==> src/rtl/pipeline_dmem_responder.sv <==
`default_nettype none
// ============================================================================
// Module   : pipeline_dmem_responder
// Purpose  : Data-memory responder for the MEM stage. Accepts one load/store
//            at a time, waits a programmable latency, then returns read data
//            or a write acknowledge over a valid/ready response channel.
// Revision : 1.0 - initial release
// ============================================================================
module pipeline_dmem_responder #(
  parameter int DATA_W = 32,
  parameter int ADDR_W = 8,
  parameter int DEPTH  = 64,
  parameter int LAT    = 2
) (
  input  logic              clk,
  input  logic              reset,
  input  logic              req_valid,
  output logic              req_ready,
  input  logic              req_we,
  input  logic [ADDR_W-1:0] req_addr,
  input  logic [DATA_W-1:0] req_wdata,
  output logic              resp_valid,
  input  logic              resp_ready,
  output logic [DATA_W-1:0] resp_rdata,
  output logic              resp_err,
  output logic [15:0]       txn_count
);

  localparam int IDX_W = (DEPTH > 1) ? $clog2(DEPTH) : 1;

  localparam logic [1:0] S_IDLE = 2'd0;
  localparam logic [1:0] S_WAIT = 2'd1;
  localparam logic [1:0] S_RESP = 2'd2;

  localparam logic [3:0] C_LAT_M1 = 4'(LAT - 1);

  logic [1:0]        state_q, state_d;
  logic [3:0]        cnt_q;
  logic              we_q;
  logic [ADDR_W-1:0] addr_q;
  logic [DATA_W-1:0] wdata_q;
  logic [DATA_W-1:0] mem_q [DEPTH];
  logic [DATA_W-1:0] rdata_q;
  logic              err_q;
  logic [15:0]       txn_q;

  logic              w_accept;
  logic              w_commit;
  logic              w_handshake;
  logic              w_we;
  logic [ADDR_W-1:0] w_addr;
  logic [DATA_W-1:0] w_wdata;
  logic              w_in_range;
  logic [IDX_W-1:0]  w_idx;

  assign w_accept    = (state_q == S_IDLE) && req_valid;
  assign w_handshake = (state_q == S_RESP) && resp_ready;
  // The access happens on the edge that enters RESP; with LAT=1 that is the
  // same edge as acceptance, so the request fields come straight from the port.
  assign w_commit    = (state_d == S_RESP) && (state_q != S_RESP);

  assign w_we       = (state_q == S_IDLE) ? req_we    : we_q;
  assign w_addr     = (state_q == S_IDLE) ? req_addr  : addr_q;
  assign w_wdata    = (state_q == S_IDLE) ? req_wdata : wdata_q;
  // Range check uses the full address; only then are the low bits used as index.
  assign w_in_range = (32'(w_addr) < 32'(DEPTH));
  assign w_idx      = w_addr[IDX_W-1:0];

  // State register
  always_ff @(posedge clk) begin
    if (reset) begin
      state_q <= S_IDLE;
    end else begin
      state_q <= state_d;
    end
  end

  // Next-state logic
  always_comb begin
    state_d = state_q;
    case (state_q)
      S_IDLE: begin
        if (req_valid) begin
          state_d = (LAT == 1) ? S_RESP : S_WAIT;
        end
      end
      S_WAIT: begin
        if (cnt_q == 4'd1) begin
          state_d = S_RESP;
        end
      end
      S_RESP: begin
        if (resp_ready) begin
          state_d = S_IDLE;
        end
      end
      default: state_d = S_IDLE;
    endcase
  end

  // Handshake outputs decoded from the current state
  always_comb begin
    req_ready  = 1'b0;
    resp_valid = 1'b0;
    case (state_q)
      S_IDLE:  req_ready  = 1'b1;
      S_RESP:  resp_valid = 1'b1;
      default: ;
    endcase
  end

  // Request capture and latency counter
  always_ff @(posedge clk) begin
    if (reset) begin
      cnt_q   <= '0;
      we_q    <= 1'b0;
      addr_q  <= '0;
      wdata_q <= '0;
    end else if (w_accept) begin
      cnt_q   <= C_LAT_M1;
      we_q    <= req_we;
      addr_q  <= req_addr;
      wdata_q <= req_wdata;
    end else if (state_q == S_WAIT) begin
      cnt_q <= cnt_q - 4'd1;
    end
  end

  // Response registers: loaded on commit, cleared on the response handshake
  always_ff @(posedge clk) begin
    if (reset) begin
      rdata_q <= '0;
      err_q   <= 1'b0;
    end else if (w_commit) begin
      err_q   <= ~w_in_range;
      rdata_q <= (!w_we && w_in_range) ? mem_q[w_idx] : '0;
    end else if (w_handshake) begin
      rdata_q <= '0;
      err_q   <= 1'b0;
    end
  end

  // Completed-transaction counter, wraps naturally at 16 bits
  always_ff @(posedge clk) begin
    if (reset) begin
      txn_q <= '0;
    end else if (w_handshake) begin
      txn_q <= txn_q + 16'd1;
    end
  end

  // Data array: cleared on reset, written only by in-range stores at commit
  always_ff @(posedge clk) begin
    if (reset) begin
      for (int i = 0; i < DEPTH; i++) begin
        mem_q[i] <= '0;
      end
    end else if (w_commit && w_we && w_in_range) begin
      mem_q[w_idx] <= w_wdata;
    end
  end

  assign resp_rdata = rdata_q;
  assign resp_err   = err_q;
  assign txn_count  = txn_q;

endmodule
`default_nettype wire

==> config.mk <==
export PLATFORM = sky130hd
export DESIGN_NAME = pipeline_dmem_responder
export DESIGN_NICKNAME = d
export VERILOG_FILES = /design/src/rtl/pipeline_dmem_responder.sv
export SDC_FILE = /design/constraint.sdc
export NUM_CORES = 2
export LEC_CHECK = 0
export ABC_AREA = 0
export CORE_MARGIN = 2
export CORE_UTILIZATION = 53
export DETAILED_ROUTE_END_ITERATION = 8
export PLACE_DENSITY = 0.8
export SYNTH_ARGS = -nofsm -noshare
export SYNTH_HDL_FRONTEND = slang
export SYNTH_SLANG_ARGS = --single-unit
==> constraint.sdc <==
create_clock -name clk -period 9 [get_ports clk]
set_input_delay 1.8 -clock clk [delete_from_list [all_inputs] [get_ports clk]]
set_output_delay 1.8 -clock clk [all_outputs]
set_load 0.005 [all_outputs]
==> out/qor.yml <==
cts_hold_buf: 0
met1_usage: 0.440
crit_path_start_kind: "flop"
p_int_mw: 16.6
status: "complete, but fails checks"
clkLatencyLatePin_ns: 0.89
startpoint: "state_q[0]"
drtAntennaViolNets: 0
path_clk_slew_ns: 0.06
drc: 0
drt-total-wl_mm: 318
use_met3: 0.117
ys.flop_type: "edfxtp_1"
path_class: "flop to flop"
synth_common_cells: "nor2_1 (2223), edfxtp_1 (2048), nand2_1 (1053), clkbuf_1 (608), o22ai_1 (390)"
finalSetupViolations: 0
dieArea_um2: 173000
yosys.area.top_type: "edfxtp_1"
pre_cts_ws_ns: 2.00
grt_pass1_wl_mm: 451
cp.arrival_ns: 7.25
synth.most_common_cell: "nor2_1"
p_sw_mw: 6.16
ys_seq_area_frac: 0.706
cts_tree: "yes"
period_share: 0.717
met2_usage: 0.532
place_area_um2: 93000
relSlewSlack: -0.0983
ioPinCount: 96
violations: "max-capacitance violations, max-slew violations"
syn_nets: 7916
rsz0062_at_grt: "false"
antenna_found_initial: 27
pwr-share-clk: 0.380
rows: 151
hpwl_mm: 176
hp-start: "we_q"
hold_slack_ns: 0.456
grt_pass1_vias: 65125
seq_power_share: 0.500
synth_area_um2: 89800
htree_levels: 4
stdcell_area_um2: 99700
fin_util: 0.590
grt_max_degree: 158
drv_cap: 4
synth_top_area_frac: 0.685
clock-sinks: 2144
drv_slew: 10
vias: 68134
cp_data_required_time_ns: 9.80
layout.nets: 7680
synthCells: 7868
drt_iter0_markers: 12279
power_mw: 22.7
place.gp.congestion: 1.02
grt_util_all_layers: 0.362
stdcell_count: 10038
avgSynthCellArea_um2: 11.4
dp.cells: 9643
hp-class: "flop to flop"
synth_cell_type_count: 65
r2r-start: "state_q[0]"
start_util: 0.532
critPathMaxFanout: 50
wl_per_cell_um: 31.6
p_comb_frac: 0.119
cts_resized: 0
fillers: 12815
coreArea_um2: 169000
swShare: 0.271
syn_to_final_growth_pct: 11.1
grt.overflow.total: 0
fp.dieW_um: 416
cts_setup_buffers: 0
clock_path_buffers: 3
fin_ws_ns: 2.55
setup_tns_ns: 0
max_slew.worst_pin.slew_ns: 1.65
port_buffers: 95
synthTopCellsByArea: "edfxtp_1 (69%), nor2_1 (9.3%), nand2_1 (4.4%)"
cts_buffers: 204
ys_warn_count: 0
fmax_ghz: 0.155
drive_gt1_frac: 0.0775
finalCriticalPeriod_ns: 6.45
power.density_nw_per_um2: 228
ys_ff_latch: 2144
endpoint_kind: "flop"
fp.dieH_um: 416
synth_edf_count: 2048
p_leak_nw: 34.1
vdd_drop_max_mv: 0.169
hold_viol: 0
cts_root_buf: "clkbuf_16"
busiest_layer: "met2"
routed_via_density: 6.79
dr.pass1.iters: 8
skew_ns: 0.0400
async_reset_ff_frac: 0
-- final timing paths --
check             endpoint  slack (ns)  cells after the start
max reg2reg  resp_rdata[9]        2.55                     12
max          resp_rdata[9]        2.55                     12
min                   we_q        0.46                      2
min reg2reg           we_q        0.46                      2
-- per-layer routing --
layer,vias up,wire length (um)
li1,27523,-
met4,24,29900
met3,1417,52400
met5,-,151
met1,32641,98200
met2,6529,137000
-- power by group through the flow --
stage	registers, mW	logic (mW)	clock network [mW]
after floorplan	11.5	1.38	0
after global placement	11.6	2.50	0
after detailed placement	11.6	2.54	0
after CTS	11.4	2.55	8.57
after global routing	11.4	2.71	8.94
final	11.4	2.70	8.64
-- layout by cell type, fill, tap and decap left out, drive strengths merged, types with 13 or more instances in the layout --
| cell type | synthesis | final |
|---|---|---|
| a21oi | 223 | 223 |
| a22oi | 23 | 23 |
| a31oi | 134 | 134 |
| a32o | 43 | 43 |
| a32oi | 92 | 92 |
| buf | 117 | 189 |
| bufinv | 0 | 17 |
| clkbuf | 608 | 259 |
| clkdlybuf4s50 | 0 | 94 |
| clkinv | 0 | 88 |
| dfxtp | 96 | 96 |
| diode | 0 | 16 |
| edfxtp | 2048 | 2048 |
| inv | 9 | 19 |
| mux2i | 102 | 102 |
| nand2 | 1053 | 1053 |
| nand2b | 71 | 71 |
| nand3 | 246 | 246 |
| nor2 | 2223 | 2223 |
| nor3 | 86 | 86 |
| nor4 | 43 | 43 |
| o21ai | 31 | 31 |
| o221ai | 51 | 51 |
| o22a | 31 | 31 |
| o22ai | 390 | 390 |
| o31ai | 21 | 21 |
| or4 | 13 | 13 |
-- kinds of logic (layout without fill, tap and decap cells) --
family / Yosys count / in the layout / synth area share
buffers and inverters: 734 / 670 / 0.0311
multiplexers: 108 / 108 / 0.0121
AND/OR/NAND/NOR: 3783 / 3783 / 0.168
other: 0 / 16 / 0
adder cells (fa/ha/maj): 3 / 3 / 0.000418
XOR/XNOR: 14 / 14 / 0.00137
AO/OA/AOI/OAI: 1082 / 1082 / 0.0804
flip-flops: 2144 / 2144 / 0.706
-- flip-flops by register name, indices dropped and copies added (netlist names) --
register	cells
cnt_q	4
mem_q	2048
resp_rdata	32
addr_q	8
txn_count	16
we_q	1
resp_err	1
state_q	2
wdata_q	32
-- worst max-delay path: stages (launching register included) --
cell and delay (ns):
dfxtp_1 0.87, or2_1 0.19, buf_4 0.35, inv_4 0.33
a21boi_4 0.63, buf_4 0.69, buf_4 0.57, nand2_1 0.12
a32oi_1 0.38, a21oi_1 0.28, nor4_1 1.33, o221ai_1 0.30
o21ai_0 0.21
-- area by class of cell --
class,count,area (um2),area share
Inverter,9,36.3,0.000364
Multi-Input combinational cell,4990,24300,0.244
Clock buffer,259,5400,0.0542
Timing Repair Buffer,283,2530,0.0254
Tap cell,2218,2780,0.0278
Antenna cell,16,40.0,0.000402
Sequential cell,2144,63400,0.636
Clock inverter,119,1200,0.0121
(Power assumes the default switching activity.)
